[src/rtl/gain_select_framer.sv]
// Pairs delayed high/low-gain sample words with TRIGGER, wraps each trigger window
// into a header/data/footer frame and streams frames out of a FWFT FIFO.
module gain_select_framer #(
    parameter int DATA_DELAY      = 2,
    parameter int MAX_FRAME_WORDS = 64,
    parameter int FIFO_DEPTH      = 16
) (
    input  logic         ACLK,
    input  logic         ARESETN,
    input  logic         STOP,
    input  logic [7:0]   CHANNEL_ID,
    input  logic [127:0] S_AXIS_HG_TDATA,
    input  logic [127:0] S_AXIS_LG_TDATA,
    input  logic         TRIGGER,
    input  logic         SATURATION_FLAG,
    output logic [127:0] M_AXIS_TDATA,
    output logic         M_AXIS_TVALID,
    input  logic         M_AXIS_TREADY,
    output logic         M_AXIS_TLAST,
    output logic [15:0]  DROPPED_FRAME_COUNT
);

    localparam int AW = $clog2(FIFO_DEPTH);

    typedef enum logic [1:0] {IDLE, DATA, DROP, WAIT_LOW} state_t;

    function automatic logic [127:0] make_header(input logic [7:0] ch, input logic [47:0] ts);
        return {8'hAA, ch, ts, 64'h0};
    endfunction

    function automatic logic [127:0] make_footer(input logic [7:0] ch, input logic [15:0] cnt,
                                                 input logic [15:0] idx, input logic ovf,
                                                 input logic trunc, input logic lg);
        return {8'h55, ch, cnt, idx, 77'h0, ovf, trunc, lg};
    endfunction

    function automatic logic [15:0] sat_inc(input logic [15:0] v);
        return (v == 16'hFFFF) ? v : v + 16'd1;
    endfunction

    logic [127:0] hg_dly;
    logic [127:0] lg_dly;

    generate
        if (DATA_DELAY == 0) begin : g_nodly
            assign hg_dly = S_AXIS_HG_TDATA;
            assign lg_dly = S_AXIS_LG_TDATA;
        end else begin : g_dly
            logic [127:0] hg_sr [DATA_DELAY];
            logic [127:0] lg_sr [DATA_DELAY];
            always_ff @(posedge ACLK) begin
                hg_sr[0] <= S_AXIS_HG_TDATA;
                lg_sr[0] <= S_AXIS_LG_TDATA;
                for (int i = 1; i < DATA_DELAY; i++) begin
                    hg_sr[i] <= hg_sr[i-1];
                    lg_sr[i] <= lg_sr[i-1];
                end
            end
            assign hg_dly = hg_sr[DATA_DELAY-1];
            assign lg_dly = lg_sr[DATA_DELAY-1];
        end
    endgenerate

    // Stage p0: gain-selected word for the cycle TRIGGER was sampled
    logic [127:0] w_p0;
    logic         sat_p0;
    always_ff @(posedge ACLK) begin
        w_p0   <= SATURATION_FLAG ? lg_dly : hg_dly;
        sat_p0 <= SATURATION_FLAG;
    end

    state_t       state;
    logic [47:0]  ts;
    logic         trig_p0;
    logic         fw_en;
    logic         fw_last;
    logic [127:0] fw_data;
    logic [15:0]  word_cnt;
    logic [15:0]  lg_idx;
    logic         any_lg;
    logic [15:0]  dropped_cnt;

    logic [AW:0]  wr_ptr;
    logic [AW:0]  rd_ptr;
    logic [AW:0]  occ;
    logic [AW:0]  occ_next;
    logic         m_valid;
    logic         rd;
    logic         full;
    logic         wr_fire;
    logic         room2;
    logic         rise;

    assign occ      = wr_ptr - rd_ptr;
    assign m_valid  = (wr_ptr != rd_ptr);
    assign rd       = m_valid && M_AXIS_TREADY;
    assign full     = (occ == (AW+1)'(FIFO_DEPTH));
    assign wr_fire  = fw_en && (!full || rd);
    // Occupancy seen by the write this decision schedules for the next cycle
    assign occ_next = occ + {{AW{1'b0}}, fw_en} - {{AW{1'b0}}, rd};
    assign room2    = (occ_next <= (AW+1)'(FIFO_DEPTH - 2));
    assign rise     = TRIGGER && !trig_p0;

    // Stage p1: frame FSM, registered FIFO write request
    always_ff @(posedge ACLK or negedge ARESETN) begin
        if (!ARESETN) begin
            state       <= IDLE;
            ts          <= 48'd0;
            trig_p0     <= 1'b1;
            fw_en       <= 1'b0;
            fw_last     <= 1'b0;
            fw_data     <= 128'h0;
            word_cnt    <= 16'd0;
            lg_idx      <= 16'hFFFF;
            any_lg      <= 1'b0;
            dropped_cnt <= 16'd0;
        end else begin
            fw_en   <= 1'b0;
            fw_last <= 1'b0;
            ts      <= ts + 48'd1;
            trig_p0 <= TRIGGER;
            if (state != IDLE && rise)
                dropped_cnt <= sat_inc(dropped_cnt);
            case (state)
                IDLE: begin
                    if (rise) begin
                        if (STOP) begin
                            state <= WAIT_LOW;
                        end else if (room2) begin
                            fw_en    <= 1'b1;
                            fw_data  <= make_header(CHANNEL_ID, ts);
                            word_cnt <= 16'd0;
                            lg_idx   <= 16'hFFFF;
                            any_lg   <= 1'b0;
                            state    <= DATA;
                        end else begin
                            dropped_cnt <= sat_inc(dropped_cnt);
                            state       <= WAIT_LOW;
                        end
                    end
                end
                DATA: begin
                    if (!trig_p0) begin
                        fw_en   <= 1'b1;
                        fw_last <= 1'b1;
                        fw_data <= make_footer(CHANNEL_ID, word_cnt, lg_idx, 1'b0, 1'b0, any_lg);
                        state   <= IDLE;
                    end else if (word_cnt == 16'(MAX_FRAME_WORDS)) begin
                        fw_en   <= 1'b1;
                        fw_last <= 1'b1;
                        fw_data <= make_footer(CHANNEL_ID, word_cnt, lg_idx, 1'b0, 1'b1, any_lg);
                        state   <= WAIT_LOW;
                    end else if (room2) begin
                        fw_en    <= 1'b1;
                        fw_data  <= w_p0;
                        word_cnt <= word_cnt + 16'd1;
                        if (sat_p0 && !any_lg)
                            lg_idx <= word_cnt;
                        any_lg   <= any_lg | sat_p0;
                    end else begin
                        state <= DROP;
                    end
                end
                DROP: begin
                    // The slot held back during DATA guarantees the footer fits
                    if (!trig_p0) begin
                        fw_en   <= 1'b1;
                        fw_last <= 1'b1;
                        fw_data <= make_footer(CHANNEL_ID, word_cnt, lg_idx, 1'b1, 1'b0, any_lg);
                        state   <= IDLE;
                    end
                end
                WAIT_LOW: begin
                    if (!TRIGGER)
                        state <= IDLE;
                end
                default: state <= IDLE;
            endcase
        end
    end

    logic [128:0] mem [FIFO_DEPTH];

    always_ff @(posedge ACLK or negedge ARESETN) begin
        if (!ARESETN) begin
            wr_ptr <= '0;
            rd_ptr <= '0;
        end else begin
            if (wr_fire)
                wr_ptr <= wr_ptr + 1'b1;
            if (rd)
                rd_ptr <= rd_ptr + 1'b1;
        end
    end

    always_ff @(posedge ACLK) begin
        if (wr_fire)
            mem[wr_ptr[AW-1:0]] <= {fw_last, fw_data};
    end

    assign M_AXIS_TVALID = m_valid;
    assign {M_AXIS_TLAST, M_AXIS_TDATA} = m_valid ? mem[rd_ptr[AW-1:0]] : 129'h0;
    assign DROPPED_FRAME_COUNT = dropped_cnt;

endmodule

[config.mk]
export PLATFORM = sky130hd
export DESIGN_NAME = gain_select_framer
export DESIGN_NICKNAME = d
export VERILOG_FILES = /design/src/rtl/gain_select_framer.sv
export SDC_FILE = /design/constraint.sdc
export NUM_CORES = 2
export LEC_CHECK = 0
export ABC_AREA = 1
export CORE_MARGIN = 8
export CORE_UTILIZATION = 55
export DETAILED_ROUTE_END_ITERATION = 8
export DONT_BUFFER_PORTS = 1
export PLACE_DENSITY = 0.73
export SYNTH_ARGS = -nofsm -noshare
export SYNTH_HDL_FRONTEND = slang
export SYNTH_SLANG_ARGS = --single-unit
[constraint.sdc]
create_clock -name ACLK -period 9.15 [get_ports ACLK]
set_clock_uncertainty 0.05 [all_clocks]
set_input_delay 1.3725 -clock ACLK [delete_from_list [all_inputs] [get_ports ACLK]]
set_output_delay 1.3725 -clock ACLK [all_outputs]
set_load 0.05 [all_outputs]
==> run metrics <==
average cell area after synthesis=13.4 um^2; final hold violations=0; # DRC=0; I/O Buffers=0; die area=208000 um^2; fin. max-slew vios=0; share of layout cells above drive strength 1=10.3%; router iterations before antenna repair=8; min Tclk post-route=~7.6 ns; gr usage total=24.9%; cell taking the most area after synthesis=edfxtp_1; pre-CTS setup slack=around 1.7 ns; Antenna Nets Post-Route=0; drt wl/cell=25.4 um; EDFF count, synth=2064; total number of vias=66.6k; power per cell area=377 nW/um^2; met1 GRT Util=about a third; I/O Pins=416; vias in the first global route=65.2k; Area contributors post-synth=edfxtp_1 58%, dfxtp_1 12%, o21ai_0 5.3%, dfrtp_1 5.2%, nor2_1 4.0%; Slowest-stage cell, CP=dfrtp_4; CTS H-tree depth=5; Most common cell on crit path=nand2_1; dpl cell area=109000 um^2; max cap viols=0; area fraction of the dominant cell type after synthesis=58.1%; CTS clk-pin slew, worst paths=0.06 ns; hold slack=0.0982 ns; Hold-fix buffers, CTS=0; RSZ-0062 raised after global routing=no; final wirelength=271 mm; final setup TNS=0 ns; clock buffers created by TritonCTS=304; fin crit share=83.2%; via-per-instance ratio=6.25; worst-skew pair later-pin latency=between 0.9 and 1 ns; synthesized instance count=7947; post-CTS sizing=0; Fmax=0.131 GHz; GR Util met2=39.7%; Slew @ Worst Pin=1.36 ns; met3 Use GR=around 4.9%; ys flop type=edfxtp_1; CP delay by family, top=simple AND/OR/NAND/NOR gates; P&R area growth vs syn=11.6%; CP Data Arrival Time=8.34 ns; Root Buffer=clkbuf_16; Critical Path Sink Type=register; post-synthesis cell type count=47; first-pass GRT wire length=401 mm; WP buf/inv=3; commonest non-fill, non-tap cell in the layout=edfxtp_1; Setup Viol. Count Final=0; gp weighted congestion=around 0.84; grt total ovfl=0; synthesized flop and latch total=roughly 3k; initial core utilization=~55%; DIE HEIGHT=between 400 and 500 um; Placeable Area=a little under 200000 um^2; worst hold path class=input pin to async pin; Seq/Total Area, Yosys=75.8%; # Post-CTS Setup Buffers=0; most frequent cells in the layout=2064 x edfxtp_1, 1137 x o21ai_0, 1124 x nor2_1; Slew HR=9.81%; YS warnings=0; Mapped Area=around 110000 um^2; FILL cells=between 10k and 15k; Final Util=between 60 and 70%; GRT busiest layer=met2; Max VDD drop=0.399 mV; Net count, final=8190; CTS tree=built; post-route setup slack=around 1.5 ns; Max clock buf depth=4; share of flip-flops with an asynchronous set or reset=8.15%; CP cell instances=inv_8, ha_1, nand2_1, nor3_1, nand2_1, nand2_1, inv_1, nand2_1, nand2_1, ha_1, fa_1, nand2_1, nand2_1, a21oi_1, nand3_2, nand3_2, nand3_4, a21oi_4, nand2_8, buf_12, nand2_1, o21ai_1; WP data required=9.88 ns; Startpoint Class=register; Rows=161; slowest stage delay, CP=1.07 ns; Post-Syn Nets=8241; initial antenna violation count=15; Clock Sinks=just under 3k; CP Max Fanout=118; P_leak=40.3 nW; status=completed; Post-DP HPWL=between 100 and 150 mm; post-route cell area=119000 um^2; critical setup path kind=register to register; starting DRC count in detailed routing=a little under 8k; largest net degree at the start of global routing=~240; Die X=456 um
-- report_power, final --
group,internal [mW],leakage (nW),switching (mW),total (mW)
clock network,7.03,4.72,4.87,11.9
registers,16.7,27.0,1.58,18.3
logic,3.50,8.56,11.2,14.7
total,27.2,40.3,17.7,44.9
-- flip-flops by register name (all words and copies together), names as in the netlist, 2 cells and up --
register             flops
g_dly.lg_sr            256
DROPPED_FRAME_COUNT     16
word_cnt                16
ts                      48
mem                   2064
g_dly.hg_sr            256
w_p0                   128
state                    2
rd_ptr                   5
fw_data                128
lg_idx                  16
wr_ptr                   5
-- logic make-up (layout without fill, tap and decap cells) --
logic type	Yosys count	after routing	synth area share [%]
AOI/OAI and AO/OA	2119	2119	11.9
and+or+nand+nor	1978	1978	7.45
other	0	11	0
DFF	2945	2945	75.8
muxes	128	128	1.35
buffers and inverters	685	849	2.59
adders and majority gates	24	24	0.296
xor gates and xnor gates	68	68	0.559
-- layout make-up --
class | instances | area, um^2 | area share [%]
Sequential cell | 2945 | 80900 | 67.9
Multi-Input combinational cell | 4317 | 23100 | 19.4
Clock buffer | 417 | 8710 | 7.32
Tap cell | 2526 | 3160 | 2.66
Timing Repair Buffer | 191 | 1670 | 1.40
Clock inverter | 104 | 912 | 0.766
Inverter | 137 | 544 | 0.457
Antenna cell | 11 | 27.5 | 0.0231
-- metrics by stage --
stage	instances	total power, mW
floorplan	7947	28.1
global placement	10116	32.7
detailed placement	10116	33.1
CTS	10637	45.0
global route	10643	46.7
finish	10648	44.9
-- cell usage after synthesis (2+ instances only) --
cell type and n:
a21oi_1 179, a21oi_2 2, buf_1 16, buf_2 75, buf_4 2, buf_6 12, clkbuf_1 443, clkinv_1 5
dfrtp_1 223, dfstp_2 17, dfxtp_1 641, edfxtp_1 2064, fa_1 2, ha_1 22, inv_1 128, inv_2 4
mux2_2 128, nand2_1 552, nand2_2 3, nand3_1 174, nand3_2 5, nand3b_1 2, nand4_1 44, nor2_1 1140
nor2_2 6, nor3_1 28, nor3b_1 4, nor4_1 11, o211ai_1 185, o21ai_0 1137, o21ai_1 74, o21ai_2 18
o221ai_1 350, o22ai_1 166, o31ai_1 5, or2_2 2, or3_1 2, xnor2_1 9, xor2_1 59
-- worst paths after layout --
path | start | endpoint | slack [ns] | depth (start not counted)
min in group ACLK | g_dly.lg_sr[0][78] | g_dly.lg_sr[0][206] | 0.24 | 0
worst min-delay path | ARESETN | fw_data[22] | 0.1 | 0
worst max register to register | rd_ptr[1] | fw_data[57] | 1.54 | 22
worst max-delay path | rd_ptr[1] | fw_data[57] | 1.54 | 22
worst min register to register | g_dly.lg_sr[0][78] | g_dly.lg_sr[0][206] | 0.24 | 0
max in group asynchronous | ARESETN | rd_ptr[3] | 7.88 | 0
-- metal layers --
layer | routed length (um) | share of wire, %
met1 | 106000 | 39
met2 | 127000 | 47
met3 | 26800 | 9.9
met4 | 11100 | 4.1
met5 | 54 | 0.020
No activity file was read; power rests on OpenSTA's default activity.
